<file path="src/rtl/exe_25.sv">
// Enable-gated lamp blinker: while enabled, light_o is high for ON_CYCLES clocks
// then low for OFF_CYCLES clocks, repeating; disabled holds the lamp dark.
module exe_25 #(
    parameter int ON_CYCLES  = 25_000_000,
    parameter int OFF_CYCLES = 25_000_000
) (
    input  logic clk_i,
    input  logic rst_ni,
    input  logic enable_i,
    output logic light_o
);

    localparam int MAX_CYCLES = (ON_CYCLES > OFF_CYCLES) ? ON_CYCLES : OFF_CYCLES;
    localparam int CNT_W      = $clog2(MAX_CYCLES + 1);

    localparam logic [CNT_W-1:0] ON_LAST  = CNT_W'(ON_CYCLES - 1);
    localparam logic [CNT_W-1:0] OFF_LAST = CNT_W'(OFF_CYCLES - 1);
    localparam logic [CNT_W-1:0] CNT_ZERO = CNT_W'(0);
    localparam logic [CNT_W-1:0] CNT_ONE  = CNT_W'(1);

    typedef enum logic [1:0] {
        ST_IDLE = 2'd0,
        ST_ON   = 2'd1,
        ST_OFF  = 2'd2
    } state_e;

    state_e           state_q, state_d;
    logic [CNT_W-1:0] cnt_q, cnt_d;
    logic             light_q, light_d;

    // Next-state logic; the lamp value is computed alongside the state so it can be registered.
    always_comb begin
        state_d = state_q;
        cnt_d   = cnt_q;
        light_d = light_q;
        if (!enable_i) begin
            // Disable discards any partial phase; re-enable always restarts with a full ON.
            state_d = ST_IDLE;
            cnt_d   = CNT_ZERO;
            light_d = 1'b0;
        end else begin
            case (state_q)
                ST_IDLE: begin
                    state_d = ST_ON;
                    cnt_d   = CNT_ZERO;
                    light_d = 1'b1;
                end
                ST_ON: begin
                    if (cnt_q == ON_LAST) begin
                        state_d = ST_OFF;
                        cnt_d   = CNT_ZERO;
                        light_d = 1'b0;
                    end else begin
                        cnt_d   = cnt_q + CNT_ONE;
                        light_d = 1'b1;
                    end
                end
                ST_OFF: begin
                    if (cnt_q == OFF_LAST) begin
                        state_d = ST_ON;
                        cnt_d   = CNT_ZERO;
                        light_d = 1'b1;
                    end else begin
                        cnt_d   = cnt_q + CNT_ONE;
                        light_d = 1'b0;
                    end
                end
                default: begin
                    state_d = ST_IDLE;
                    cnt_d   = CNT_ZERO;
                    light_d = 1'b0;
                end
            endcase
        end
    end

    // State, phase counter and lamp register with synchronous active-low reset.
    always_ff @(posedge clk_i) begin
        if (!rst_ni) begin
            state_q <= ST_IDLE;
            cnt_q   <= CNT_ZERO;
            light_q <= 1'b0;
        end else begin
            state_q <= state_d;
            cnt_q   <= cnt_d;
            light_q <= light_d;
        end
    end

    assign light_o = light_q;

endmodule

</file>
<file path="config.mk">
export PLATFORM = sky130hd
export DESIGN_NAME = exe_25
export DESIGN_NICKNAME = d
export VERILOG_FILES = /design/src/rtl/exe_25.sv
export SDC_FILE = /design/constraint.sdc
export NUM_CORES = 1
export LEC_CHECK = 0
export BUFFER_PORTS_ARGS = -buffer_cell sky130_fd_sc_hd__buf_4
export CAP_MARGIN = 20
export CORE_MARGIN = 8
export CORE_UTILIZATION = 60
export CTS_BUF_LIST = sky130_fd_sc_hd__clkbuf_8 sky130_fd_sc_hd__clkbuf_16
export DETAILED_ROUTE_END_ITERATION = 7
export GPL_TIMING_DRIVEN = 0
export PLACE_DENSITY = 0.77
export SLEW_MARGIN = 20
export SYNTH_ARGS = -nofsm -noshare
export SYNTH_HDL_FRONTEND = slang
export SYNTH_SLANG_ARGS = --single-unit
</file>
<file path="constraint.sdc">
create_clock -name clk_i -period 2.53 [get_ports clk_i]
set_input_delay 0.506 -clock clk_i [delete_from_list [all_inputs] [get_ports clk_i]]
set_output_delay 0.506 -clock clk_i [all_outputs]
set_load 0.005 [all_outputs]
</file>
==> flow_summary.json, run 1 <==
{
  "hp-start": "cnt_q[0]$_SDFF_PP0_",
  "ys_warn_count": 0,
  "tritoncts": "done",
  "crit_path_max_incr_delay_ns": 0.58,
  "r2r_start": "cnt_q[0]$_SDFF_PP0_",
  "cp-end-kind": "flip-flop",
  "io_buffer_count": 3,
  "cp.arrival_ns": 2.30,
  "maxCapViolations": 0,
  "via_per_inst": 5.88,
  "max_freq_ghz": 0.478,
  "cp.depth": 5,
  "finalCriticalPeriod_ns": 2.09,
  "crit_end": "cnt_q[24]$_SDFF_PP0_",
  "fin_crit_sh_pct": 82.7,
  "io_pins": 4,
  "ys_seq_elements": 28,
  "irDropWorstVdd_mv": 0.382,
  "grt_overflow": 0,
  "cts_max_level": 1,
  "worst_r2r_path_depth": 5,
  "synth_cell_types": 32,
  "netlist_instances": 160,
  "start_kind": "flip-flop",
  "path_buf_inv": 0,
  "fillers": 192,
  "cts_made_buffers": 3,
  "slew_headroom_pct": 67.7,
  "cp_max_fo": 5,
  "die_area_um2": 4100,
  "fin_tns_setup_ns": 0,
  "cp_top_family": "simple AND/OR/NAND/NOR gates",
  "synth_edf_count": 0,
  "crit_type": "reg2reg",
  "clockBufferDepth": 2,
  "clk_pin_slew_ns": 0.09,
  "antenna_found_initial": 0,
  "synth_area_leaders": "dfxtp_1, ha_1, xnor2_1, nor2_1, a21oi_1",
  "async_flop_share_pct": 0,
  "skew_ns": 0.00525,
  "wl_per_cell_um": 13.3,
  "syn_nets": 169,
  "drive_gt1_share_pct": 11.4,
  "r2r_setup_slack_ns": 0.44,
  "grt_pass1_vias": 1136,
  "rr_endpoint": "cnt_q[24]$_SDFF_PP0_",
  "setup_violations": 0,
  "syn_area_um2": 1390,
  "drt_iter0_drc": 26,
  "finalWirelength_mm": 2.59,
  "critical_path.startpoint": "cnt_q[0]$_SDFF_PP0_",
  "cts-root-buf": "clkbuf_8",
  "num_vias": 1147,
  "grt_first_pass_wirelength_mm": 4.71,
  "status": "finished clean",
  "p_sw_mw": 0.152,
  "worst_pin_slew_ns": 0.485,
  "core_um2": 2190,
  "cts_setup_buffers": 0,
  "die_w_um": 64.1,
  "p_leak_nw": 0.455,
  "register_area_um2": 561,
  "post_cts_resized": 0,
  "area_growth_pct": 8.12,
  "p_sw_share_pct": 20.3,
  "post-place-ws_ns": 0.460,
  "synth.top_cell.area_share_pct": 40.4,
  "synth_top_cell_by_area": "dfxtp_1",
  "start_util_pct": 63.3,
  "row_count": 17,
  "drt_first_pass_iters": 4,
  "avgSynthCellArea_um2": 8.66,
  "drc_errors": 0,
  "seq_power_share_pct": 60.0,
  "multiInputGateArea_um2": 761,
  "yosysSeqAreaShare_pct": 40.4,
  "cp_cell_sequence": "ha_1 > nand4_2 > or4_4 > or4_1 > a21oi_1",
  "gp_congestion": 0.822,
  "p_int_mw": 0.595,
  "hold_viol": 0,
  "grt_max_degree": 16,
  "power_density_nw_per_um2": 498,
  "synth_ff_type": "dfxtp_1",
  "synth.most_common_cell": "dfxtp_1",
  "ant_nets": 0,
  "hold_path_class": "reg2reg",
  "grt_usage_pct": 13.5,
  "clockPowerShare_pct": 36.4,
  "cts_num_sinks": 28,
  "synth_commonest_cells": "dfxtp_1, nor2_1, a21oi_1, nand2_1",
  "worstSkewPairLatency_ns": 0.27,
  "rsz0062_at_grt": "no",
  "final.setup.worst_slack_ns": 0.437,
  "fin_nets": 177,
  "ctsHoldBuffers": 0,
  "hpwl_mm": 1.99,
  "die_h_um": 64.1,
  "pwr-share-comb_pct": 3.7,
  "critPathRequiredTime_ns": 2.74,
  "num_antenna_cells": 0,
  "drv_slew": 0,
  "slowest_stage": "or4_4"
}
## sequential cells by signal, indices dropped and copies added, names as in the netlist
register,flops
state_q,2
cnt_q,25
light_o,1
## power by group through the flow
stage / Combinational [mW] / Sequential [mW] / Clock, mW
after floorplan: 0.0186 / 0.458 / 0
after global placement: 0.0261 / 0.458 / 0
after detailed placement: 0.0278 / 0.458 / 0
after CTS: 0.0278 / 0.448 / 0.278
after global routing: 0.0312 / 0.449 / 0.292
final: 0.0274 / 0.448 / 0.271
## stage by stage
step	instance area (um2)	util (%)	hold WS [ns]	power [mW]	instances
2_1_floorplan	1390	-	0.441	0.476	160
3_3_place_gp	1440	65.9	0.460	0.484	191
3_5_place_dp	1440	65.9	0.474	0.486	191
4_1_cts	1500	68.4	0.495	0.753	195
5_1_grt	1500	68.4	0.513	0.772	195
6_report	1500	68.4	0.483	0.747	195
## worst min-delay path by stage
| stage | endpoint | slack [ns] | cells after the start |
|---|---|---|---|
| 3_3_place_gp | cnt_q[24]$_SDFF_PP0_ | 0.46 | 2 |
| 2_1_floorplan | cnt_q[0]$_SDFF_PP0_ | 0.44 | 1 |
| 6_report | cnt_q[0]$_SDFF_PP0_ | 0.48 | 1 |
| 5_1_grt | light_o$_SDFF_PN0_ | 0.51 | 3 |
| 4_1_cts | cnt_q[0]$_SDFF_PP0_ | 0.49 | 1 |
| 3_5_place_dp | cnt_q[0]$_SDFF_PP0_ | 0.47 | 1 |
## layout by cell type (no fill, tap or decap)
cell and instances:
dfxtp_1 28, nor2_1 18, a21oi_1 13, nand2_1 12, inv_1 8, or3_1 8, xnor2_1 8, nand3_1 7
o21ai_0 7, ha_1 6, o31ai_1 5, or4_1 5, nor3_1 5, clkbuf_8 4, nand4_1 3, and4_1 3
xor2_1 3, buf_4 3, nand4_2 2, or4_4 2, buf_6 2, clkbuf_1 2, mux2i_1 2, nand3_2 1
or2_2 1, buf_2 1, nor4_1 1, nor4bb_1 1, nor3b_1 1, and4_2 1, and2_1 1, a21o_2 1
a31oi_1 1, or3_2 1
## logic make-up (layout without fill, tap and decap cells)
group,after synthesis,count (layout),share of synthesized area [%]
and+or+nand+nor,73,73,30.1
DFF,28,28,40.4
AOI/OAI and AO/OA,27,27,11.0
buffers and inverters,13,20,4.69
xor gates and xnor gates,11,11,6.95
adders and majority gates,6,6,5.42
muxes,2,2,1.44
## routing by layer
layer	up-vias	global-route usage, %	part of all wire (%)
met5	-	0	0
met4	0	6.13	1.7
met3	5	2.44	1.9
met2	11	22.7	48
met1	551	16.4	48
li1	580	-	-
## layout make-up
| type | count | area share (%) |
|---|---|---|
| inverters | 8 | 2.00 |
| multi-input cells | 119 | 50.8 |
| repair buffers | 3 | 1.50 |
| flip-flops and latches | 28 | 37.4 |
| clock buffers | 4 | 3.67 |
| plain buffers | 5 | 2.34 |
| well taps | 28 | 2.34 |
Note: power is estimated with default switching activity, not from simulation.
==> inputs of run 2 (changes only) <==
--- a/config.mk
+++ b/config.mk
@@ -8,11 +8,11 @@
 export BUFFER_PORTS_ARGS = -buffer_cell sky130_fd_sc_hd__buf_4
 export CAP_MARGIN = 20
 export CORE_MARGIN = 8
-export CORE_UTILIZATION = 60
+export CORE_UTILIZATION = 54
 export CTS_BUF_LIST = sky130_fd_sc_hd__clkbuf_8 sky130_fd_sc_hd__clkbuf_16
 export DETAILED_ROUTE_END_ITERATION = 7
 export GPL_TIMING_DRIVEN = 0
-export PLACE_DENSITY = 0.77
+export PLACE_DENSITY = 0.73
 export SLEW_MARGIN = 20
 export SYNTH_ARGS = -nofsm -noshare
 export SYNTH_HDL_FRONTEND = slang
==> constraint.sdc (replaced) <==
create_clock -name clk_i -period 1.7 [get_ports clk_i]
set_input_delay 0.34 -clock clk_i [delete_from_list [all_inputs] [get_ports clk_i]]
set_output_delay 0.34 -clock clk_i [all_outputs]
set_load 0.005 [all_outputs]
==> run 2 against run 1 <==
Net effect:
- the run now ends with negative setup slack left
- clock-buffer cell count unchanged
- register-to-register slack worse by 0.61 ns
- critical path depth up 1
- via count up 6.6%
- clock power up 51%
- critical endpoint is now cnt_q[18]$_SDFF_PP0_
- largest power group unchanged
==> flow_summary.json, run 2 (synthesized netlist as in run 1, its figures left out) <==
{
  "status": "complete, but fails checks",
  "violations": "negative setup slack",
  "r2r_start": "cnt_q[0]$_SDFF_PP0_",
  "drive_gt1_share_pct": 27.5,
  "cts_max_level": 1,
  "drc_errors": 0,
  "die_area_um2": 4440,
  "hp-start": "enable_i",
  "maxCapViolations": 0,
  "tritoncts": "done",
  "hold_path_class": "in2reg",
  "grt_max_degree": 16,
  "die_h_um": 66.7,
  "gp_congestion": 0.869,
  "final_area_um2": 1680,
  "fin_nets": 188,
  "die_w_um": 66.7,
  "cp_max_fo": 5,
  "grt_overflow": 0,
  "wl_per_cell_um": 14.8,
  "via_per_inst": 5.88,
  "fillers": 176,
  "hold_viol": 0,
  "cts_num_sinks": 28,
  "final_cell_mix": "nor2_1, dfxtp_1, nand2_1",
  "core_um2": 2450,
  "regMostFlops": "cnt_q",
  "final.setup.worst_slack_ns": -0.170,
  "finalCriticalPeriod_ns": 1.87,
  "drv_slew": 0,
  "rsz0062_at_grt": "yes",
  "utilization_pct": 68.6,
  "hpwl_mm": 1.95,
  "cp-end-kind": "flip-flop",
  "row_count": 18,
  "area_growth_pct": 21.4,
  "drt_first_pass_iters": 4,
  "hold_ws_ns": 0.330,
  "grt_first_pass_wirelength_mm": 5.07,
  "drt_iter0_drc": 75,
  "num_vias": 1223,
  "cp.arrival_ns": 2.08,
  "num_antenna_cells": 0,
  "crit_type": "reg2reg",
  "clockBufferDepth": 2,
  "ant_nets": 0,
  "post-place-ws_ns": -0.200,
  "io_pins": 4,
  "place_area_um2": 1470,
  "worst_pin_slew_ns": 0.298,
  "grt_pass1_vias": 1171,
  "start_util_pct": 56.5,
  "skew_ns": 0.00231,
  "fin_tns_setup_ns": -1.17,
  "largest_reg_flops": 25,
  "clk_pin_slew_ns": 0.09,
  "fin_cells": 208,
  "max_freq_ghz": 0.535,
  "power_density_nw_per_um2": 665,
  "critPathRequiredTime_ns": 1.91,
  "antenna_found_initial": 0,
  "cts-root-buf": "clkbuf_8",
  "finalWirelength_mm": 3.07,
  "r2r_setup_slack_ns": -0.17,
  "setup_violations": 13,
  "critical_path.startpoint": "cnt_q[0]$_SDFF_PP0_",
  "p_leak_nw": 0.547,
  "fin_crit_sh_pct": 110,
  "power.total_mw": 1.12,
  "io_buffer_count": 3,
  "dp_cells": 193,
  "irDropWorstVdd_mv": 0.474,
  "cts_made_buffers": 3,
  "start_kind": "flip-flop",
  "worstSkewPairLatency_ns": 0.27,
  "grt_usage_pct": 14.0,
  "slew_headroom_pct": 80.2,
  "final_common_cell": "nor2_1"
}
[run 2: report_power, final]
| group | internal (mW) | switching, mW | leakage [nW] |
|---|---|---|---|
| Combinational | 0.0250 | 0.0272 | 0.285 |
| Sequential | 0.653 | 0.00624 | 0.234 |
| Clock | 0.207 | 0.201 | 0.0288 |
[run 2: what timing repair did]
| action | 4_1_cts | 5_1_grt |
|---|---|---|
| pin swaps | 5 | 0 |
| resized for setup | 16 | 13 |
| hold buffers | 0 | 0 |
| gates cloned | 1 | 2 |
| setup buffers | 7 | 1 |
| endpoints found under the setup margin | 24 | 24 |
[run 2: path summary, 6_finish.rpt]
check,to,cells past startpoint
worst max register to register,cnt_q[18]$_SDFF_PP0_,6
worst max-delay path,cnt_q[18]$_SDFF_PP0_,6
worst min register to register,cnt_q[24]$_SDFF_PP0_,2
worst min-delay path,light_o$_SDFF_PN0_,3
[run 2: worst max-delay path, stage by stage, from the launching register on]
cell and delay, ns:
dfxtp_4 0.37, ha_4 0.16, nand4_4 0.07, or4_4 0.57, buf_6 0.15, or3_1 0.32, a21oi_1 0.16
[run 2: final cells by class]
cell class / instances / area [um2] / area share (%)
Clock buffer: 4 / 55.1 / 3.27
Multi-Input combinational cell: 119 / 815 / 48.4
Buffer: 5 / 50.0 / 2.97
Sequential cell: 28 / 588 / 34.9
Timing Repair Buffer: 14 / 108 / 6.39
Inverter: 8 / 30.0 / 1.78
Tap cell: 30 / 37.5 / 2.23
[run 2: routing by layer]
layer  up-vias  GRT usage [%]  part of all wire, %
met4         0           6.93                  2.0
met2        21           23.8                   49
met1       590           16.5                   44
met3         8           2.35                  4.0
li1        604              -                    -
met5         -              0                    0
==> inputs of run 3 (changes only) <==
--- a/config.mk
+++ b/config.mk
@@ -5,14 +5,15 @@
 export SDC_FILE = /design/constraint.sdc
 export NUM_CORES = 1
 export LEC_CHECK = 0
+export ABC_AREA = 1
 export BUFFER_PORTS_ARGS = -buffer_cell sky130_fd_sc_hd__buf_4
 export CAP_MARGIN = 20
 export CORE_MARGIN = 8
-export CORE_UTILIZATION = 54
+export CORE_UTILIZATION = 55
 export CTS_BUF_LIST = sky130_fd_sc_hd__clkbuf_8 sky130_fd_sc_hd__clkbuf_16
 export DETAILED_ROUTE_END_ITERATION = 7
 export GPL_TIMING_DRIVEN = 0
-export PLACE_DENSITY = 0.73
+export PLACE_DENSITY = 0.74
 export SLEW_MARGIN = 20
 export SYNTH_ARGS = -nofsm -noshare
 export SYNTH_HDL_FRONTEND = slang
==> run 3 against run 2 <==
Net effect:
- the run now ends clean
- combinational power grew 27%
- critical endpoint is now cnt_q[17]$_SDFF_PP0_
- synthesized area grew 12%
- synthesized cell count grew 44%
- hold slack gained 0.11 ns
==> flow_summary.json, run 3 <==
{
  "clockBufferDepth": 2,
  "async_flop_share_pct": 0,
  "worst_pin_slew_ns": 0.292,
  "final.setup.worst_slack_ns": 0.164,
  "drive_gt1_share_pct": 10.1,
  "place_area_um2": 1620,
  "cts_setup_buffers": 0,
  "synth_area_leaders": "dfxtp_1, nand2_1, nor2_1, ha_1, inv_1",
  "start_kind": "flip-flop",
  "cp-end-kind": "flip-flop",
  "max_freq_ghz": 0.651,
  "grt_usage_pct": 12.9,
  "clk_pin_slew_ns": 0.09,
  "power.total_mw": 1.14,
  "grt_overflow": 0,
  "synth_ff_type": "dfxtp_1",
  "whs_path_depth": 1,
  "io_buffer_count": 3,
  "power_density_nw_per_um2": 683,
  "final_area_um2": 1680,
  "cts_num_sinks": 28,
  "critPathRequiredTime_ns": 1.88,
  "wl_per_cell_um": 10.9,
  "drv_slew": 0,
  "area_growth_pct": 7.72,
  "ant_nets": 0,
  "finalWirelength_mm": 2.92,
  "cp_top_family": "simple AND/OR/NAND/NOR gates",
  "critical_path.startpoint": "cnt_q[1]$_SDFF_PP0_",
  "synth.most_common_cell": "nand2_1",
  "largest_reg_flops": 25,
  "synth_cell_types": 22,
  "status": "finished clean",
  "die_area_um2": 4790,
  "final_cell_mix": "nand2_1, nor2_1, dfxtp_1",
  "fin_tns_setup_ns": 0,
  "drt_first_pass_iters": 4,
  "core_um2": 2710,
  "ys_seq_elements": 28,
  "maxCapViolations": 0,
  "gp_congestion": 0.824,
  "crit_type": "reg2reg",
  "tritoncts": "done",
  "die_w_um": 69.2,
  "yosysSeqAreaShare_pct": 36.0,
  "hpwl_mm": 2.24,
  "io_pins": 4,
  "fillers": 261,
  "gr-usage-met2_pct": 21.3,
  "netlist_instances": 230,
  "path_buf_inv": 2,
  "start_util_pct": 57.4,
  "grt_pass1_vias": 1289,
  "worstHoldEndpoint": "cnt_q[0]$_SDFF_PP0_",
  "rr_endpoint": "cnt_q[17]$_SDFF_PP0_",
  "r2r_start": "cnt_q[1]$_SDFF_PP0_",
  "num_antenna_cells": 0,
  "cts_made_buffers": 3,
  "hold_path_class": "reg2reg",
  "cts-root-buf": "clkbuf_8",
  "regMostFlops": "cnt_q",
  "fin_nets": 247,
  "hold_ws_ns": 0.436,
  "register_area_um2": 562,
  "synth_top_cell_by_area": "dfxtp_1",
  "post-place-ws_ns": 0.116,
  "cts_max_level": 1,
  "die_h_um": 69.2,
  "hold_viol": 0,
  "antenna_found_initial": 0,
  "grt_first_pass_wirelength_mm": 5.32,
  "grt_max_degree": 16,
  "slowest_stage": "dfxtp_1",
  "fin_cells": 268,
  "slew_headroom_pct": 80.5,
  "ys_warn_count": 0,
  "finalCriticalPeriod_ns": 1.54,
  "syn_area_um2": 1560,
  "synth_edf_count": 0,
  "drc_errors": 0,
  "busiest_layer": "met2",
  "dp_cells": 264,
  "worstSkewPairLatency_ns": 0.27,
  "final_common_cell": "nand2_1",
  "fin_crit_sh_pct": 90.4,
  "cp.arrival_ns": 1.71,
  "irDropWorstVdd_mv": 0.557,
  "synth.top_cell.area_share_pct": 36.0,
  "utilization_pct": 61.8,
  "num_vias": 1340,
  "skew_ns": 0.00258,
  "syn_nets": 239,
  "cp_max_fo": 10,
  "r2r_setup_slack_ns": 0.16,
  "grt_use_met3_pct": 2.72,
  "worst_r2r_path_depth": 9,
  "cp_cell_sequence": "ha_2 > nand3_2 > inv_2 > nand2_1 > nor2_2 > nand2_4 > nand3_4 > buf_6 > nor2_1",
  "multiInputGateArea_um2": 900,
  "via_per_inst": 5.00,
  "p_leak_nw": 0.566,
  "rsz0062_at_grt": "no",
  "hp-start": "cnt_q[0]$_SDFF_PP0_",
  "synth_commonest_cells": "nand2_1, nor2_1, dfxtp_1, inv_1, a21oi_1",
  "grt_use_met1_pct": 15.5,
  "avgSynthCellArea_um2": 6.76,
  "setup_violations": 0,
  "row_count": 19,
  "crit_path_max_incr_delay_ns": 0.36,
  "drt_iter0_drc": 87
}
-- run 3: changes by cell type after synthesis, moves of 4 or more --
cell,change
o31ai_1,-5
or3_1,-8
nor2_2,+4
nand3b_1,+5
nand2_1,+51
inv_1,+11
or4_1,-5
nor2_1,+38
o21ai_0,-6
-- run 3: kinds of logic (layout without fill, tap and decap cells) --
kind of cell,after synthesis,in the layout,share of synthesized area [%]
and+or+nand+nor,150,150,42.2
xor gates and xnor gates,12,12,6.76
AOI/OAI and AO/OA,12,12,3.86
buffers and inverters,22,29,6.27
adders and majority gates,6,6,4.83
DFF,28,28,36.0
-- run 3: timing repair --
item / CTS / global route
endpoints found under the setup margin: 0 / 7
gates resized for setup: 0 / 2
hold buffers: 0 / 0
-- run 3: report_power, final --
group,total (mW),switching (mW),internal [mW]
Sequential,0.669,0.00633,0.663
Clock,0.409,0.201,0.207
Combinational,0.0665,0.0376,0.0288
Total,1.14,0.245,0.899
-- run 3: worst max path at each step --
stage	to	slack [ns]	cells after the start
floorplan	cnt_q[20]$_SDFF_PP0_	0.30	9
global placement	cnt_q[15]$_SDFF_PP0_	0.12	9
detailed placement	cnt_q[19]$_SDFF_PP0_	0.12	9
CTS	cnt_q[24]$_SDFF_PP0_	0.10	9
global route	cnt_q[24]$_SDFF_PP0_	0.02	9
finish	cnt_q[17]$_SDFF_PP0_	0.16	9
-- run 3: layout make-up --
type | instances | share of cell area (%)
buffer | 2 | 1.34
clock buffer | 4 | 3.29
inverter | 20 | 4.48
multi-input combinational | 180 | 53.7
sequential | 28 | 33.5
tap | 31 | 2.32
timing repair buffer | 3 | 1.34
-- run 3: layer usage --
layer,vias up,part of all wire (%)
li1,721,-
met2,26,43
met4,0,1.3
met1,588,50
met5,-,0
met3,5,5.5
